==> config.mk <==
export PLATFORM = sky130hd
export DESIGN_NAME = snake_body
export DESIGN_NICKNAME = d
export VERILOG_FILES = /design/src/rtl/snake_pkg.sv /design/src/rtl/snake_body_seg_hit_cmp.sv /design/src/rtl/snake_body.sv
export SDC_FILE = /design/constraint.sdc
export NUM_CORES = 2
export LEC_CHECK = 0
export ABC_AREA = 1
export CAP_MARGIN = 40
export CELL_PAD_IN_SITES_DETAIL_PLACEMENT = 1
export CELL_PAD_IN_SITES_GLOBAL_PLACEMENT = 1
export CORE_ASPECT_RATIO = 0.9
export CORE_MARGIN = 2
export CORE_UTILIZATION = 51
export CTS_CLUSTER_SIZE = 28
export DETAILED_ROUTE_END_ITERATION = 16
export GPL_TIMING_DRIVEN = 0
export PLACE_DENSITY = 0.89
export SETUP_SLACK_MARGIN = 0.2
export SYNTH_ARGS = -nofsm -noshare
export SYNTH_HDL_FRONTEND = slang
export SYNTH_SLANG_ARGS = --single-unit
==> constraint.sdc <==
create_clock -name vga_clk -period 6.1 [get_ports vga_clk]
set_clock_uncertainty 0.2 [all_clocks]
set_input_delay 0.61 -clock vga_clk [delete_from_list [all_inputs] [get_ports vga_clk]]
set_output_delay 0.61 -clock vga_clk [all_outputs]
set_load 0.01 [all_outputs]
==> src/rtl/snake_pkg.sv <==
// Shared configuration and types for the snake segment buffer.
package snake_pkg;
    localparam int COORD_W  = 10;
    localparam int SEG_SIZE = 20;
    localparam int MAX_LEN  = 16;
    localparam int INIT_LEN = 3;
    localparam int LEN_W    = $clog2(MAX_LEN + 1);
    localparam int IDX_W    = $clog2(MAX_LEN);
    localparam int START_X  = 20;
    localparam int START_Y  = 20;

    typedef enum logic [1:0] {IDLE, SCAN, HIT} state_e;

    typedef struct packed {
        logic [COORD_W-1:0] x;
        logic [COORD_W-1:0] y;
    } seg_t;
endpackage

==> src/rtl/snake_body_seg_hit_cmp.sv <==
// Combinational rectangle test of one segment against the raster position.
module seg_hit_cmp
    import snake_pkg::*;
(
    input  seg_t               seg,
    input  logic [COORD_W-1:0] x_count,
    input  logic [COORD_W-1:0] y_count,
    output logic               hit
);
    logic [COORD_W:0] x_end;
    logic [COORD_W:0] y_end;

    // One extra bit so segments near the coordinate limit do not wrap.
    assign x_end = {1'b0, seg.x} + (COORD_W+1)'(SEG_SIZE);
    assign y_end = {1'b0, seg.y} + (COORD_W+1)'(SEG_SIZE);

    assign hit = (x_count > seg.x) && ({1'b0, x_count} < x_end) &&
                 (y_count > seg.y) && ({1'b0, y_count} < y_end);
endmodule

==> src/rtl/snake_body.sv <==
// Snake segment shift buffer with per-step self-collision scan and registered body pixel.
module snake_body
    import snake_pkg::*;
(
    input  logic               vga_clk,
    input  logic               reset,
    input  logic               step,
    input  logic [COORD_W-1:0] head_x,
    input  logic [COORD_W-1:0] head_y,
    input  logic               grow,
    input  logic               clear,
    input  logic [COORD_W-1:0] x_count,
    input  logic [COORD_W-1:0] y_count,
    output logic               body_pix,
    output logic [LEN_W-1:0]   length,
    output logic               self_hit,
    output logic               busy
);
    seg_t             seg_q [MAX_LEN];
    seg_t             seg_d [MAX_LEN];
    logic [LEN_W-1:0] fill_q, fill_d;
    logic [LEN_W-1:0] length_q, length_d;
    logic             grow_pend_q, grow_pend_d;
    logic             body_pix_q, body_pix_d;
    logic [MAX_LEN-1:1] hit;
    logic [LEN_W-1:0] lim;
    logic             accept;

    state_e           state_q;
    logic [LEN_W-1:0] idx_q;
    logic             self_hit_q;
    logic             busy_q;

    for (genvar g = 1; g < MAX_LEN; g++) begin : g_cmp
        seg_hit_cmp u_cmp (
            .seg     (seg_q[g]),
            .x_count (x_count),
            .y_count (y_count),
            .hit     (hit[g])
        );
    end

    assign accept = step && (state_q == IDLE) && !clear;
    assign lim    = (fill_q < length_q) ? fill_q : length_q;

    always_comb begin
        seg_d       = seg_q;
        fill_d      = fill_q;
        length_d    = length_q;
        grow_pend_d = grow_pend_q | grow;
        body_pix_d  = 1'b0;
        for (int i = 1; i < MAX_LEN; i++) begin
            if (hit[i] && (LEN_W'(i) < length_q) && (LEN_W'(i) < fill_q))
                body_pix_d = 1'b1;
        end
        if (clear) begin
            fill_d      = '0;
            length_d    = LEN_W'(INIT_LEN);
            grow_pend_d = 1'b0;
            body_pix_d  = 1'b0;
        end else if (accept) begin
            for (int i = 1; i < MAX_LEN; i++) seg_d[i] = seg_q[i-1];
            seg_d[0] = '{x: head_x, y: head_y};
            if (fill_q != LEN_W'(MAX_LEN)) fill_d = fill_q + 1'b1;
            // Growth requested at full length is dropped, not deferred.
            if ((grow_pend_q || grow) && (length_q < LEN_W'(MAX_LEN)))
                length_d = length_q + 1'b1;
            grow_pend_d = 1'b0;
        end
    end

    always_ff @(posedge vga_clk) begin
        if (!reset) begin
            for (int i = 0; i < MAX_LEN; i++) seg_q[i] <= '0;
            fill_q      <= '0;
            length_q    <= LEN_W'(INIT_LEN);
            grow_pend_q <= 1'b0;
            body_pix_q  <= 1'b0;
        end else begin
            seg_q       <= seg_d;
            fill_q      <= fill_d;
            length_q    <= length_d;
            grow_pend_q <= grow_pend_d;
            body_pix_q  <= body_pix_d;
        end
    end

    always_ff @(posedge vga_clk) begin
        if (!reset || clear) begin
            state_q    <= IDLE;
            idx_q      <= '0;
            self_hit_q <= 1'b0;
            busy_q     <= 1'b0;
        end else begin
            case (state_q)
                IDLE: begin
                    self_hit_q <= 1'b0;
                    if (step) begin
                        state_q <= SCAN;
                        idx_q   <= LEN_W'(1);
                        busy_q  <= 1'b1;
                    end
                end
                SCAN: begin
                    if (idx_q >= lim) begin
                        state_q <= IDLE;
                        busy_q  <= 1'b0;
                    end else if (seg_q[idx_q[IDX_W-1:0]] == seg_q[0]) begin
                        state_q    <= HIT;
                        self_hit_q <= 1'b1;
                    end else begin
                        idx_q <= idx_q + 1'b1;
                    end
                end
                HIT: begin
                    state_q    <= IDLE;
                    self_hit_q <= 1'b0;
                    busy_q     <= 1'b0;
                end
                default: begin
                    state_q    <= IDLE;
                    self_hit_q <= 1'b0;
                    busy_q     <= 1'b0;
                end
            endcase
        end
    end

    assign body_pix = body_pix_q;
    assign length   = length_q;
    assign self_hit = self_hit_q;
    assign busy     = busy_q;
endmodule

==> metrics.yaml <==
power.total_uw: 7502
final.setup.tns_ns: 0
start_kind: "flop"
yosys_warnings: 0
fp.dieH_microns: 239.1
layoutNonFillerInstCount: 5500
p_per_area_nw_per_um2: 216.6
fin_hold_ws_ns: 0.3095
ys_seq_area_share_pct: 21.79
crit_fanout: 10
tritoncts: "done"
ys_types: 38
grt_pass1_wl_microns: 211100
cts_buffers: 42
slew_violations: 0
clock_latency_ns: 0.61
grt_setup_unrepaired: "no"
fin_crit_sh_pct: 68.88
critPathRequiredTime_ns: 6.38
synth_area_leader_cell: "ha_1"
wirelength_microns: 139900
ir_drop_uv: 172.2
via_per_inst: 6.445
syn_to_final_growth_pct: 10.57
finalSetupViolations: 0
overflow: 0
cp-end-kind: "flop"
grt_max_degree: 22
route.detailed.drc: 0
fin_util_pct: 56.76
io_pins: 53
leakagePower_uw: 0.01561
synth-async-reset-ratio_pct: 0
place_hpwl_microns: 107000
die_w_microns: 265.2
synth_edf_count: 0
cts_setup_buffers: 0
max_freq_mhz: 238.0
detail-route-antenna-nets: 0
ys_ff_latch: 341
wire_per_inst_microns: 25.44
hold_buffers: 0
hold_viol: 0
clockRootBuffer: "clkbuf_16"
drt_iter0_markers: 3918
min_period_ns: 4.202
synthCells: 4562
worst_ep_arrival_time_ns: 4.48
rows: 86
core_area_sq_um: 61010
synth.avg_cell_area_sq_um: 6.866
first_global_vias: 35395
numPortBuffers: 51
cts.repair.resized: 0
clkSlewWorstSetupHoldPaths_ns: 0.07
antenna_found_initial: 2
outcome: "completed"
drt_first_pass_iters: 6
die-area_sq_um: 63420
synthTopCellsByArea: "ha_1 23%, dfxtp_1 22%, nand2_1 10%, a21oi_1 9.1%, o21ai_0 7.2%"
h-tree-depth: 2
ys.flop_type: "dfxtp_1"
synth_top_area_share_pct: 23.29
drive_gt1_share_pct: 3.378
timing.slew.headroom_pct: 36.40
maxCapViolations: 0
dp_cells: 5425
tightest_slew_ns: 0.9540
cts_buffer_depth: 3
grtUsageTotal_pct: 43.34
worst-setup-path-type: "flop to flop"
hold_class: "flop to flop"
nets: 5305
syn_area_sq_um: 31320
initial_core_util_pct: 51.34
clock_sinks: 341
place.gp.congestion: 1.004
synth_nets: 5190
vias: 35449
state kept, by name (all words and copies together), names as in the netlist:
register / flops
body_pix: 1
busy: 1
fill_q: 5
grow_pend_q: 1
idx_q: 5
length: 5
seg_q: 320
self_hit: 1
state_q: 2
logic make-up after synthesis:
logic type | after synthesis | share of synthesized area [%]
AO/OA/AOI/OAI | 1132 | 19.08
XOR/XNOR | 179 | 5.005
adder cells (fa/ha/maj) | 583 | 23.29
buffers and inverters | 681 | 8.365
flip-flops | 341 | 21.79
AND/OR/NAND/NOR | 1646 | 22.47
cell type report:
cell class,instances,area [sq um]
inverter,510,1914
buffer,171,705.7
tap,792,991.0
antenna,1,2.502
clock inverter,10,168.9
timing repair buffer,71,823.3
clock buffer,64,1324
fill,8173,26380
sequential,341,6827
multi-input combinational,3540,21880
layout by cell type, fill, tap and decap left out, drive strengths merged, types with 5 or more instances in the layout:
cell	instances
nand2	846
ha	583
a21oi	567
inv	511
o21ai	448
nand3	347
dfxtp	341
nor2	258
clkbuf	188
xor2	178
buf	85
nand4	80
nor3	70
o211ai	46
clkdlybuf4s50	33
nor4	26
o21bai	26
a211oi	17
nand3b	15
o2111ai	7
o21a	5
clkinv	5
stage by stage:
stage	worst slack, ns	area (sq um)
floorplan	2.883	31320
global placement	0.5439	32820
detailed placement	2.099	33140
CTS	2.051	34630
global route	1.651	34630
finish	1.898	34630
synthesized netlist by cell type (all sizes together) (7+ instances only):
cell type and number:
xor2 178, ha 583, nand3b 15, o2111ai 7, clkbuf 124, o211ai 46
inv 509, nand2 846, nor4 26, a21oi 567, nand3 347, o21bai 26
o21ai 448, nor2 258, buf 47, a211oi 17, dfxtp 341, nand4 80
nor3 70
per-layer routing:
metal	share of wire [%]	vias to the layer above	track usage, %
met1	42	17174	58.14
met4	5.6	2	21.54
met2	41	1957	64.82
li1	-	15829	-
met5	0.0057	-	0
met3	11	487	10.46
path summary, 6_finish.rpt:
| kind | startpoint | endpoint | slack [ns] | cells after the start |
|---|---|---|---|---|
| max | length[2] | idx_q[1] | 1.90 | 17 |
| min | seg_q[319] | seg_q[299] | 0.31 | 2 |
| max reg2reg | length[2] | idx_q[1] | 1.90 | 17 |
| min reg2reg | seg_q[319] | seg_q[299] | 0.31 | 2 |
power by group:
group          switching [uW]  leakage [uW]  internal, uW
logic                    1460        0.0121           723
clock network            1130      0.000742          1660
registers                 155       0.00280          2370
total                    2750        0.0156          4750
critical path, stage by stage (launching register included):
cell      delay (ns)
dfxtp_1         0.57
inv_1           0.24
ha_1            0.36
nand4_1         0.09
o221ai_1        0.53
o21ai_0         0.17
ha_1            0.31
o21ai_0         0.24
a21oi_1         0.10
o21ai_0         0.17
nand2_1         0.08
a21oi_1         0.26
nand2_1         0.19
o21bai_4        0.27
nand2_2         0.13
nand2_1         0.07
nand2_1         0.07
nor2_1          0.04
(Power assumes the default switching activity.)
